==> config.mk <==
export PLATFORM = sky130hd
export DESIGN_NAME = nmed_accumulator
export DESIGN_NICKNAME = d
export VERILOG_FILES = /design/src/rtl/nmed_accumulator.sv
export SDC_FILE = /design/constraint.sdc
export NUM_CORES = 1
export LEC_CHECK = 0
export CORE_MARGIN = 1
export CORE_UTILIZATION = 55
export DETAILED_ROUTE_END_ITERATION = 12
export PLACE_DENSITY = 0.84
export SLEW_MARGIN = 15
export SYNTH_ARGS = -nofsm -noshare
export SYNTH_HDL_FRONTEND = slang
export SYNTH_SLANG_ARGS = --single-unit
==> constraint.sdc <==
create_clock -name clk -period 10.65 [get_ports clk]
set_input_delay 2.13 -clock clk [delete_from_list [all_inputs] [get_ports clk]]
set_output_delay 2.13 -clock clk [all_outputs]
set_load 0.05 [all_outputs]
==> src/rtl/nmed_accumulator.sv <==
// Error-metric accumulator: pairs y/y_exact flow through a 2-stage pipeline into sum/max/mismatch counters.
// Optional max-error tracking is compiled in with `define NMED_MAX_TRACK_EN.
module nmed_accumulator #(
    parameter int unsigned N_SAMPLES = 1024
) (
    input  logic        clk,
    input  logic        rst,
    input  logic        start,
    input  logic        in_valid,
    output logic        in_ready,
    input  logic [31:0] y,
    input  logic [31:0] y_exact,
    output logic        busy,
    output logic        done,
    output logic [63:0] sum_abs_err,
    output logic [32:0] max_abs_err,
    output logic [31:0] mismatch_cnt,
    output logic [31:0] sample_cnt
);
    localparam logic [1:0]  S_IDLE = 2'd0;
    localparam logic [1:0]  S_RUN  = 2'd1;
    localparam logic [1:0]  S_DONE = 2'd2;
    localparam logic [31:0] N_LIM  = 32'(N_SAMPLES);

    logic [1:0]  state;
    logic [31:0] acc_cnt;
    logic [1:0]  vld_pipe;
    logic [31:0] y_q, ye_q;
    logic [32:0] diff_q;
    logic [32:0] abs_d;
    logic [64:0] sum_ext;
    logic        accept, go, last;

    assign in_ready = (state == S_RUN) && (acc_cnt < N_LIM);
    assign accept   = in_valid && in_ready;
    assign go       = start && (state != S_RUN);
    assign busy     = (state == S_RUN);
    assign done     = (state == S_DONE);
    assign abs_d    = diff_q[32] ? (33'd0 - diff_q) : diff_q;
    assign sum_ext  = {1'b0, sum_abs_err} + {32'd0, abs_d};
    // Only the final sample can bring the count to N, so the pipeline is empty then.
    assign last     = vld_pipe[1] && (sample_cnt == N_LIM - 32'd1);

    always_ff @(posedge clk or posedge rst) begin
        if (rst) begin
            state        <= S_IDLE;
            acc_cnt      <= '0;
            vld_pipe     <= '0;
            y_q          <= '0;
            ye_q         <= '0;
            diff_q       <= '0;
            sum_abs_err  <= '0;
            mismatch_cnt <= '0;
            sample_cnt   <= '0;
        end else if (go) begin
            state        <= S_RUN;
            acc_cnt      <= '0;
            vld_pipe     <= '0;
            sum_abs_err  <= '0;
            mismatch_cnt <= '0;
            sample_cnt   <= '0;
        end else if (state == S_RUN) begin
            vld_pipe <= {vld_pipe[0], accept};
            if (accept) begin
                y_q     <= y;
                ye_q    <= y_exact;
                acc_cnt <= acc_cnt + 32'd1;
            end
            // 33-bit sign-extended subtract cannot overflow
            if (vld_pipe[0])
                diff_q <= {y_q[31], y_q} - {ye_q[31], ye_q};
            if (vld_pipe[1]) begin
                sum_abs_err <= sum_ext[64] ? '1 : sum_ext[63:0];
                if (diff_q != '0)
                    mismatch_cnt <= mismatch_cnt + 32'd1;
                sample_cnt <= sample_cnt + 32'd1;
                if (last)
                    state <= S_DONE;
            end
        end
    end

`ifdef NMED_MAX_TRACK_EN
    always_ff @(posedge clk or posedge rst) begin
        if (rst)
            max_abs_err <= '0;
        else if (go)
            max_abs_err <= '0;
        else if (state == S_RUN && vld_pipe[1] && abs_d > max_abs_err)
            max_abs_err <= abs_d;
    end
`else
    assign max_abs_err = '0;
`endif

endmodule

## Word level (Yosys, flattened, before mapping)

Cells that the tools add are included.

- Bits in registers: 261
- Bits in latches: 0
- Bits in writable memories: 0
- Memory bits (read-only): 0
- Bits of input ports: 68
- Output and inout bits: 164
- Logic and storage cells: 58
- Memories: 0

- Add/sub/neg operators: 6
- $mul: 0
- Div/mod/pow operators: 0
- Magnitude comparators: 1
- Eq/ne operators: 4
- Shift operators: 0
- Mux-type cells: 21
- Bitwise gates (word level): 1
- Reduce and logical (&&, ||, !) cells: 16

Operator list:

| kind | count |
|---|---|
| 32-bit 2-to-1 mux | 10 |
| 64-bit 2-to-1 mux | 4 |
| 32-bit by 1-bit adder with 32-bit output, second input constant | 3 |
| 64-bit by 33-bit adder with 65-bit output | 1 |
| 33-bit 2-to-1 mux | 1 |
| 33-bit nonzero test | 1 |
| 1-bit by 33-bit subtractor with 33-bit output, first input constant | 1 |
| 32-bit by 32-bit subtractor with 33-bit output | 1 |
| 32-bit by 10-bit == test with 1-bit output, second input constant | 1 |
| 32-bit by 11-bit less-than comparator with 1-bit output, second input constant | 1 |
| 2-bit 2-to-1 mux | 6 |
| 3-bit AND reduction | 4 |
| 2-bit nonzero test | 5 |
| 1-bit logical AND | 4 |
| 2-bit AND reduction | 2 |
| 2-bit by 1-bit == test with 1-bit output, second input constant | 1 |
| 2-bit == test, second input constant | 1 |
| 2-bit by 1-bit != test with 1-bit output, second input constant | 1 |
| 1-bit inverter | 1 |

## Logic depth before layout (Yosys ltp)

Gate-level depths: netlist of the first run.

- Word-level depth: 7
- Gate-level depth with buffers: 20
- Depth with buffers taken out: 18

## Worst setup path before layout of the first run

No wires, ideal clock.

- Kind: reg2reg
- Start point: register diff_q[2]
- End point: register sum_abs_err[35]
- Data arrival time: 4664 ps
- Path slack: 5891 ps
- Cell stages (with the launch flop): 20
- Path buffers: 3
- Cell sequence: dfrtp_1 nor3_1 nand3_1 or2_2 or3_1 or2_1 clkbuf_1 o21ai_1 nand2_1 a21oi_1 xnor2_1 ha_1 nand4_1 nor4_1 o2111ai_1 a2111oi_4 nor2_1 clkbuf_1 clkbuf_1 a211oi_1

- Word-level cells in the longest chain between the ends: 7

Ends and longest elaborated chain:

| what | line | RTL |
|---|---|---|
| start: declaration | 29 | `logic [32:0] diff_q;` |
| start signal: assignment | 71 | `diff_q <= {y_q[31], y_q} - {ye_q[31], ye_q};` |
| 1-bit by 33-bit subtractor with 33-bit output | 39 | `assign abs_d = diff_q[32] ? (33'd0 - diff_q) : diff_q;` |
| 33-bit 2-to-1 mux (*) | 39 |  |
| 64-bit by 33-bit adder with 65-bit output (*) | 40 | `assign sum_ext = {1'b0, sum_abs_err} + {32'd0, abs_d};` |
| 64-bit 2-to-1 mux (*) | 73 | `sum_abs_err <= sum_ext[64] ? '1 : sum_ext[63:0];` |
| 64-bit 2-to-1 mux (*) | 72 | `if (vld_pipe[1]) begin` |
| 64-bit 2-to-1 mux (*) | 62 | `end else if (state == S_RUN) begin` |
| 64-bit 2-to-1 mux (*) | 55 | `end else if (go) begin` |
| end signal: assignment | 73 |  |
| end: declaration | 15 | `output logic [63:0] sum_abs_err,` |

Mark *: on every way between the ends. The rest lies on a longest branch, timed or not. The select of a mux whose other input is x is not followed.
A chain may end at the register's enable or synchronous reset.

## Worst setup path after layout of the first run

- Start point: register diff_q[2]
- End point: register sum_abs_err[53]

Same word-level chain as after synthesis.

==> results of run 1 <==
[area by class of cell]
type | instances | area (µm²) | share of cell area, %
multi-input combinational | 1266 | 8120 | 44.3
sequential | 261 | 6530 | 35.6
timing repair buffer | 209 | 2060 | 11.3
clock buffer | 34 | 722 | 3.94
tap | 372 | 465 | 2.54
inverter | 57 | 221 | 1.21
clock inverter | 14 | 210 | 1.15
[power groups by stage]
stage          Combinational, W  Sequential (W)  Clock, W
3_5_place_dp            0.00293         0.00148         0
2_1_floorplan           0.00189         0.00177         0
5_1_grt                 0.00326         0.00150   0.00105
3_3_place_gp            0.00290         0.00146         0
6_report                0.00298         0.00147  0.000995
4_1_cts                 0.00296         0.00146   0.00101
[per-stage QoR]
stage,std cells,hold WS (ns)
after CTS,2213,0.490
after floorplan,1689,0.454
after global placement,2165,0.469
final,2213,0.484
after detailed placement,2165,0.473
after global routing,2213,0.501
[Yosys cell counts, types with 11 or more instances]
cell type and instances:
o21ai_0 127, ha_1 69, nand4_1 28, and4_1 11, and3_1 36, nor3_1 30, mux2_2 33, nand3_1 46
a31oi_1 23, and2_1 37, inv_1 57, o31ai_1 13, nand2_1 180, a21oi_1 114, xor2_1 65, o21a_1 18
clkbuf_1 63, a211oi_1 21, xnor2_1 71, dfrtp_1 261, nor2_1 121, or3_1 23, nor4_1 15, buf_4 33
a21o_1 29
[kinds of logic (layout without fill, tap and decap cells)]
group	after synthesis	count (layout)	share of synthesized area (%)
xor+xnor	136	136	7.81
buf+inv	162	314	4.93
simple gates	568	568	18.3
compound gates	422	422	17.5
other cells	1	33	0.0246
flops	261	261	42.8
mux	36	36	2.63
fa+ha+maj	71	71	5.92
[state kept, by name (all words and copies together) (netlist names)]
| signal | count |
|---|---|
| acc_cnt | 32 |
| diff_q | 33 |
| mismatch_cnt | 32 |
| sample_cnt | 32 |
| state | 2 |
| sum_abs_err | 64 |
| vld_pipe | 2 |
| y_q | 32 |
| ye_q | 32 |
[path summary, 6_finish.rpt]
kind | slack, ns | start | to
setup / recovery | 5.22 | diff_q[2]$_DFFE_PP0P_ | sum_abs_err[53]$_DFFE_PP0P_
hold / removal | 0.48 | acc_cnt[18]$_DFFE_PP0P_ | acc_cnt[18]$_DFFE_PP0P_
setup reg to reg | 5.22 | diff_q[2]$_DFFE_PP0P_ | sum_abs_err[53]$_DFFE_PP0P_
hold reg to reg | 0.48 | acc_cnt[18]$_DFFE_PP0P_ | acc_cnt[18]$_DFFE_PP0P_
max in group asynchronous | 6.94 | rst | y_q[19]$_DFFE_PP0P_
min in group asynchronous | 2.13 | rst | sum_abs_err[50]$_DFFE_PP0P_
[metal layers]
layer / vias to the layer above / global-route usage (%)
li1: 6165 / -
met3: 76 / 2.15
met5: - / 0
met2: 491 / 42.6
met1: 6149 / 37.9
met4: 0 / 7.75
==> metrics.txt, run 1 <==
ANT cells=0; Core Region=27100 µm²; register share of total power=27.0%; largest net degree at the start of global routing=107; Worst-Skew Late Latency=0.54 ns; initial antenna violation count=0; most frequent cells in the layout=dfrtp_1, clkdlybuf4s50_1, nand2_1; asr flop ratio synth=100%; CTS tree=built; most used flip-flop cell after synthesis=dfrtp_1; RSZ-0062 raised after global routing=false; Vias per Instance=5.82; Post-synth EDFFs=0; cell mode on critical path=nor3_1; TritonRoute pass-1 iters=6; Crit Path Max Fanout=13; Die ar.=28400 µm²; DP HPWL=26.6 mm; fin nets=1961; synthesized cell area=15300 µm²; Final period util=51.0%; DRC=0; final setup violation count=0; vias in the first global route=12200; CTS Buf Count=27; Worst Hold Class=flop to flop; met1 wire length=17.0 mm; PortBufs=198; Critical-path top delay cell=nor4_1; first-pass GRT wire length=61.7 mm; register area share after synthesis=42.8%; Pleak=8.05 nW; Clk pwr share=18.3%; Clock Path Buffers=3; Worst Path Buf+Inv=1; Num Clock Sinks=261; Worst Path Arrival=5.88 ns; Vias=12900; count of cell types in the netlist=77; Iter 0 DRT Violations=1241; highest clock rate=184 MHz; die height=169 µm; Cells after Synth=1657; leading cell type in the layout, fill and taps excluded=dfrtp_1; Yosys top cell area share=42.8%; GRT Overall Usage=26.3%; Hold Vio Cnt, Final=0; final wirelength=37.3 mm; CTS Hold Bufs=0; ANT nets after route=0; crit path kind=flop to flop; Clk pin slew, worst setup/hold paths=0.06 ns; worst vdd ir=0.153 mV; total power=0.00545 W; area grow syn2layout=20.2%; worst slew pin tran=1.13 ns; skew final=0.0111 ns; post-synth top area cell=dfrtp_1; routed wire length on met3=2.13 mm; Crit. End Element=flop; H-Tree Depth=1; Post-CTS Resized=0; post-route setup slack=5.22 ns; Ports=232; post-route setup TNS=0 ns; Cell Pwr Density=297 nW/µm²; Final Instance Area=18300 µm²; clock root cell=clkbuf_16; Placement Setup Slack=5.31 ns; Post-CTS Setup Inserts=0; # rows=60; Area contributors post-synth=dfrtp_1, ha_1, nand2_1; Logic pwr share=54.8%; Synth warnings=0; fin util=67.6%; final slew viol count=0; Cell Area, Placed=17400 µm²; Final min period=5.43 ns; met2 WL=17.1 mm; Slew HR=24.7%; Reg2Reg Depth=18; top sig layer=met4; DR WL/cell=16.8 µm; GR Overflow Total=0; GPL Wtd Cong=0.898; Psw=0.00246 W; layout cells sized above 1=6.52%; status=completed; hold depth=1; # fillers=2130; Worst Setup Start Kind=flop; CP required=11.10 ns; Top delay family on crit path=simple AND/OR/NAND/NOR gates; MaxCap Viol Count=0; synthesized flop and latch total=261; Slowest Stage Delay on Critical Path=0.58 ns; CP cell instances=nor3_1 > nand3_1 > or2_2 > or3_1 > or2_1 > o21ai_1 > nand2_1 > a21oi_1 > xnor2_1 > ha_1 > nand4_1 > nor4_1 > o2111ai_1 > a2111oi_4 > nor2_1 > buf_4 > and4_1 > nor3_1; Initial Utilization=56.3%; Die W=169 µm; Worst path depth=18; cell internal pwr=0.00298 W; sw frac=45.2%; Post-Synthesis Mean Instance Area=9.20 µm²
(Power assumes the default switching activity.)
==> run 2: changes to the inputs <==
--- a/config.mk
+++ b/config.mk
@@ -6,9 +6,9 @@
 export NUM_CORES = 1
 export LEC_CHECK = 0
 export CORE_MARGIN = 1
-export CORE_UTILIZATION = 55
+export CORE_UTILIZATION = 50
 export DETAILED_ROUTE_END_ITERATION = 12
-export PLACE_DENSITY = 0.84
+export PLACE_DENSITY = 0.81
 export SLEW_MARGIN = 15
 export SYNTH_ARGS = -nofsm -noshare
 export SYNTH_HDL_FRONTEND = slang
==> constraint.sdc (replaced) <==
create_clock -name clk -period 4.4 [get_ports clk]
set_input_delay 0.88 -clock clk [delete_from_list [all_inputs] [get_ports clk]]
set_output_delay 0.88 -clock clk [all_outputs]
set_load 0.05 [all_outputs]
==> metrics.txt, run 2 (synthesized netlist as in run 1, its figures left out) <==
status=complete, but fails checks; failing checks=setup timing; Final min period=4.46 ns (-0.969 ns); Pleak=8.51 nW (+5.8%); CTS Hold Bufs=0 (unchanged); TritonRoute pass-1 iters=5 (-1); # fillers=2354 (+11%); Clock Path Buffers=3 (unchanged); DP HPWL=27.3 mm (+2.3%); CTS Buf Count=28 (+3.7%); CTS tree=built; DRC=0 (unchanged); Slew HR=26.2% (+1.6 points); hold_ws=0.488 ns (+0.00407 ns); Reg2Reg Depth=18 (unchanged); leading cell type in the layout, fill and taps excluded=dfrtp_1; Hold Vio Cnt, Final=0 (unchanged); crit path kind=flop to flop; Final Instance Area=19300 µm² (+5.5%); Crit. End Element=flop; hold path startpoint=acc_cnt[12]$_DFFE_PP0P_; Cell Pwr Density=738 nW/µm² (+150%); Clk pin slew, worst setup/hold paths=0.06 ns (about the same); DR WL/cell=16.7 µm (-0.63%); CP required=4.87 ns (-6.23 ns); largest net degree at the start of global routing=185 (+73%); Worst Setup Start Kind=flop; Reg with most FFs=sum_abs_err; Core Region=29800 µm² (+9.9%); Worst Path Arrival=4.93 ns (-0.95 ns); largest registers=sum_abs_err (64), diff_q (33); fin nets=2031 (+3.6%); fin util=64.9% (-2.7 points); first-pass GRT wire length=63.1 mm (+2.3%); reg2reg start=diff_q[4]$_DFFE_PP0P_; worst slew pin tran=1.10 ns (-0.0329 ns); post-route setup TNS=-0.250 ns (-0.250 ns); clock root cell=clkbuf_16; Vias=13100 (+2.1%); post-route setup slack=-0.0592 ns (-5.28 ns); Iter 0 DRT Violations=1028 (-17%); skew final=0.0194 ns (+0.00825 ns); final slew viol count=0 (unchanged); Die W=177 µm (+4.8%); GPL Wtd Cong=0.915 (+1.9%); Cell Area, Placed=17900 µm² (+2.9%); PortBufs=198 (unchanged); Final period util=101% (+50 points); worst vdd ir=0.395 mV (+160%); ANT nets after route=0 (unchanged); final wirelength=38.5 mm (+3.4%); hold depth=1 (unchanged); GR Overflow Total=0 (unchanged); vias in the first global route=12600 (+3.5%); die height=177 µm (+4.8%); initial antenna violation count=0 (unchanged); RSZ-0062 raised after global routing=true; Largest register FFs=64 (unchanged); Worst Hold Class=flop to flop; highest clock rate=224 MHz (+22%); area grow syn2layout=26.8%; layout cells sized above 1=13.2% (+6.7 points); area taken by flip-flops and latches=6530 µm² (unchanged); Die ar.=31200 µm² (+9.9%); # rows=63 (+5.0%); Crit Path Max Fanout=6 (-7); Initial Utilization=51.2% (-5.1 points); Ports=232 (unchanged); multi-input logic area=8450 µm² (+4.2%); GRT Overall Usage=24.6% (-1.7 points); ANT cells=0 (unchanged); H-Tree Depth=1 (unchanged); final setup violation count=7 (+7); Worst-Skew Late Latency=0.56 ns (+0.02 ns); Critical Path Source=diff_q[4]$_DFFE_PP0P_; Num Clock Sinks=261 (unchanged); Vias per Instance=5.71 (-1.9%); most frequent cells in the layout=dfrtp_1, clkdlybuf4s50_1, nand2_1; Placement Setup Slack=-0.136 ns (-5.45 ns); MaxCap Viol Count=0 (unchanged)
-- run 2: through the flow --
step | total power [W] | instances
2_1_floorplan | 0.00891 | 1689
3_3_place_gp | 0.0110 | 2238
3_5_place_dp | 0.0112 | 2238
4_1_cts | 0.0139 | 2292
5_1_grt | 0.0153 | 2303
6_report | 0.0143 | 2303
-- run 2: worst paths after layout --
| kind | to | slack (ns) |
|---|---|---|
| max in group asynchronous | diff_q[20]$_DFFE_PP0P_ | 2.62 |
| min in group asynchronous | sum_abs_err[15]$_DFFE_PP0P_ | 0.82 |
| setup / recovery | sum_abs_err[53]$_DFFE_PP0P_ | -0.06 |
| hold / removal | acc_cnt[12]$_DFFE_PP0P_ | 0.49 |
| setup reg to reg | sum_abs_err[53]$_DFFE_PP0P_ | -0.06 |
| hold reg to reg | acc_cnt[12]$_DFFE_PP0P_ | 0.49 |
-- run 2: layer usage --
metal	wire [µm]	up-vias	GRT usage (%)	part of all wire, %
met5	0	-	0	0
met4	1190	0	8.26	3.1
met3	2200	93	3.09	5.7
met2	18000	428	39.5	47
met1	17100	6327	34.3	44
li1	-	6301	-	-
-- run 2: layout make-up --
type | instances | share of cell area, %
Clock buffer | 37 | 4.21
Clock inverter | 14 | 0.957
Inverter | 57 | 1.13
Multi-Input combinational cell | 1266 | 43.7
Sequential cell | 261 | 33.8
Tap cell | 390 | 2.52
Timing Repair Buffer | 278 | 13.7
-- run 2: report_power, final --
group	total [W]	switching, W	internal [W]
Sequential	0.00353	0.000592	0.00294
Combinational	0.00823	0.00478	0.00345
Clock	0.00251	0.000976	0.00153
Total	0.0143	0.00635	0.00792
-- run 2: critical path, stage by stage, from the launching register on --
cell	delay [ns]
dfrtp_1	0.39
nor3_2	0.23
nand3_1	0.13
or2_4	0.25
or3_4	0.34
or2_4	0.31
o21ai_4	0.19
buf_4	0.14
xnor2_1	0.09
ha_1	0.38
nand2_1	0.16
o21ai_0	0.33
a41o_4	0.30
a21oi_4	0.08
a2111oi_4	0.42
nor2_2	0.13
buf_4	0.18
and4_1	0.20
nor3_2	0.15
-- run 2: repair_timing --
item,4_1_cts,5_1_grt
setup buffers,3,11
resized for setup,16,60
gates cloned,0,1
hold endpoints to repair,0,0
pin swaps,12,21
setup endpoints to repair,36,52
==> run 3: changes to the inputs <==
--- a/config.mk
+++ b/config.mk
@@ -5,8 +5,9 @@
 export SDC_FILE = /design/constraint.sdc
 export NUM_CORES = 1
 export LEC_CHECK = 0
+export ABC_AREA = 1
 export CORE_MARGIN = 1
-export CORE_UTILIZATION = 50
+export CORE_UTILIZATION = 52
 export DETAILED_ROUTE_END_ITERATION = 12
 export PLACE_DENSITY = 0.81
 export SLEW_MARGIN = 15
==> metrics.txt, run 3 <==
Vias per Instance=5.39 (-5.6%); layout cells sized above 1=6.08% (-7.1 points); vias in the first global route=18600 (+47%); largest net degree at the start of global routing=86 (-54%); # fillers=3371 (+43%); area grow syn2layout=17.1%; Final period util=90.0% (-11 points); worst vdd ir=0.410 mV (+3.8%); TritonRoute pass-1 iters=5 (unchanged); Hold Vio Cnt, Final=0 (unchanged); Adder-Cell Fraction of Synth Area=4.66% (-1.3 points); DR WL/cell=16.1 µm (-3.6%); leading cell type in the layout, fill and taps excluded=nand2_1; Crit Path Max Fanout=20 (+14); Cells after Synth=2907 (+75%); synthesized cell area=19400 µm² (+27%); Logic pwr share=55.7% (-2.0 points); Ports=232 (unchanged); final setup violation count=0 (-7); Post-CTS Resized=0 (-16); MaxCap Viol Count=0 (unchanged); Clk pwr share=18.1% (+0.5 points); most frequent cells in the layout=nand2_1, inv_1, dfrtp_1; Worst-Skew Late Latency=0.58 ns (+0.02 ns); final wirelength=57.7 mm (+50%); Reg2Reg Depth=22 (+4); Post-synth top cells=nand2_1, inv_1, dfrtp_1, nor2_1, nand3_1; R2R Path End=sum_abs_err[42]$_DFFE_PP0P_; PortBufs=198 (unchanged); Synth Area in Simple Gates=37.6% (+19 points); fin util=62.0% (-2.9 points); # rows=70 (+11%); Cell Pwr Density=639 nW/µm² (-13%); cell internal pwr=0.00738 W (-6.8%); main combinational cell family by area after synthesis=simple AND/OR/NAND/NOR gates; CP cell instances=inv_1 > nand3_1 > nor3_1 > inv_1 > nor2_2 > nand3b_1 > o21ai_2 > nand2_1 > xor2_1 > ha_1 > a21oi_1 > inv_1 > a21oi_2 > nand2_1 > clkinv_1 > nand2_2 > nand2_1 > nand3_2 > nand2_2 > nand3_2 > nand2_1 > nand2_1; most frequent cell after synthesis=nand2_1; synthesized flop and latch total=261 (unchanged); Core Region=36600 µm² (+23%); H-Tree Depth=1 (unchanged); CTS Buf Count=29 (+3.6%); count of cell types in the netlist=57 (-26%); Cell Area, Placed=21600 µm² (+21%); Pleak=11.6 nW (+36%); Critical-path top delay cell=nand2_2; Reg with most FFs=sum_abs_err; Crit. End Element=flop; Num Clock Sinks=261 (unchanged); Die ar.=38000 µm² (+22%); Worst Hold Class=flop to flop; Die W=195 µm (+10%); asr flop ratio synth=100% (unchanged); largest registers=sum_abs_err (64), diff_q (33); RSZ-0062 raised after global routing=false; post-route setup TNS=0 ns (+0.250 ns); crit path kind=flop to flop; Initial Utilization=52.9% (+1.7 points); Final min period=3.96 ns (-0.499 ns); CTS Hold Bufs=0 (unchanged); first-pass GRT wire length=94.0 mm (+49%); register area share after synthesis=33.7% (-9.1 points); worst slew pin tran=1.06 ns (-0.0402 ns); Yosys top cell area share=33.7% (-9.1 points); Placement Setup Slack=0.526 ns (+0.663 ns); Vias=19300 (+47%); Worst Path Arrival=4.41 ns (-0.52 ns); die height=195 µm (+10%); Slowest Stage Delay on Critical Path=0.56 ns (+0.14 ns); Post-synth EDFFs=0 (unchanged); GR Overflow Total=0 (unchanged); Synth warnings=0 (unchanged); skew final=0.0191 ns (-0.000246 ns); setup slack, reg-to-reg=0.44 ns (+0.50 ns); Post-Synth XOR/XNOR Area=4.75% (-3.1 points); Worst Path Buf+Inv=4 (+2); Top delay family on crit path=simple AND/OR/NAND/NOR gates; GPL Wtd Cong=1.02 (+11%); reg2reg start=diff_q[2]$_DFFE_PP0P_; clock root cell=clkbuf_16; sw frac=49.1% (+4.6 points); Iter 0 DRT Violations=1319 (+28%); hold depth=2 (+1); Final Instance Area=22700 µm² (+17%); DRC=0 (unchanged); Area contributors post-synth=dfrtp_1, nand2_1, inv_1; DP HPWL=44.9 mm (+65%); Clk pin slew, worst setup/hold paths=0.06 ns (about the same); Hold EP=y_q[15]$_DFFE_PP0P_; hold_ws=0.484 ns (-0.00410 ns); ANT nets after route=0 (unchanged); Compound-Gate Fraction of Synth Area=8.41% (-9.1 points); cell mode on critical path=nand2_1; CTS tree=built; initial antenna violation count=1 (+1); Post-Synthesis Mean Instance Area=6.66 µm² (-28%); status=completed; mux contribution to synthesized area=0% (-2.6 points); Clock Path Buffers=3 (unchanged); Post-CTS Setup Inserts=0 (-3); post-synth top area cell=dfrtp_1; Worst Setup Start Kind=flop; most used flip-flop cell after synthesis=dfrtp_1; highest clock rate=252 MHz (+13%); hold path startpoint=y_q[15]$_DFFE_PP0P_; Psw=0.00711 W (+12%); GRT Overall Usage=30.5% (+6.0 points); CP required=4.84 ns (-0.03 ns); final slew viol count=0 (unchanged); fin nets=3225 (+59%); post-route setup slack=0.439 ns (+0.499 ns); register share of total power=26.2% (+1.5 points); Slew HR=29.1% (+2.9 points); Largest register FFs=64 (unchanged)
[run 3: changes by cell type after synthesis, sizes merged, moves of 28 or more]
cell / previous run / this run
mux2: 33 / 0
nor3: 30 / 58
xnor2: 71 / 20
inv: 57 / 395
nor2: 122 / 258
and3: 36 / 6
nand2: 180 / 1031
clkbuf: 63 / 32
nand4: 28 / 57
nand3: 46 / 199
o21ai: 135 / 172
and2: 37 / 2
[run 3: layout make-up]
class / instances / area (µm²) / share of cell area [%]
Multi-Input combinational cell: 2176 / 10900 / 47.9
Sequential cell: 261 / 6530 / 28.8
Timing Repair Buffer: 216 / 2150 / 9.50
Inverter: 402 / 1510 / 6.67
Clock buffer: 39 / 853 / 3.76
Tap cell: 468 / 586 / 2.58
Clock inverter: 12 / 184 / 0.811
Antenna cell: 1 / 2.50 / 0.0110
[run 3: per-layer routing]
| metal | part of all wire, % | track usage, % |
|---|---|---|
| met1 | 44 | 40.1 |
| met2 | 47 | 51.5 |
| met3 | 5.3 | 3.11 |
| met4 | 3.8 | 12.5 |
| met5 | 0 | 0 |
[run 3: cells by family (layout without fill, tap and decap cells)]
family / count (synthesis) / after routing
adders and majority gates: 71 / 71
DFF: 261 / 261
AOI/OAI and AO/OA: 300 / 300
and+or+nand+nor: 1667 / 1667
xor gates and xnor gates: 105 / 105
other: 1 / 34
buffers and inverters: 502 / 669
[run 3: metrics by stage]
stage,cells,total power (W)
6_report,3575,0.0145
4_1_cts,3574,0.0144
5_1_grt,3575,0.0156
2_1_floorplan,2939,0.00952
3_3_place_gp,3523,0.0116
3_5_place_dp,3523,0.0117
[run 3: how the worst max path moves through the flow]
stage / from / to / slack, ns / depth (start not counted)
CTS: diff_q[1]$_DFFE_PP0P_ / sum_abs_err[40]$_DFFE_PP0P_ / 0.48 / 22
global route: diff_q[1]$_DFFE_PP0P_ / sum_abs_err[34]$_DFFE_PP0P_ / 0.17 / 22
global placement: diff_q[2]$_DFFE_PP0P_ / sum_abs_err[36]$_DFFE_PP0P_ / 0.68 / 22
finish: diff_q[2]$_DFFE_PP0P_ / sum_abs_err[42]$_DFFE_PP0P_ / 0.44 / 22
floorplan: rst / acc_cnt[0]$_DFFE_PP0P_ / 0.08 / 1
detailed placement: diff_q[1]$_DFFE_PP0P_ / sum_abs_err[40]$_DFFE_PP0P_ / 0.53 / 22
[run 3: worst min-delay path, stage by stage, from the launching register on]
cell     delay (ns)
dfrtp_1        0.35
nand2_1        0.06
nand2_1        0.05
[run 3: power groups by stage]
stage          registers, W  logic, W  clock network (W)
6_report            0.00380   0.00807            0.00262
3_3_place_gp        0.00378   0.00780                  0
3_5_place_dp        0.00382   0.00793                  0
5_1_grt             0.00387   0.00893            0.00276
2_1_floorplan       0.00443   0.00509                  0
4_1_cts             0.00378   0.00800            0.00266
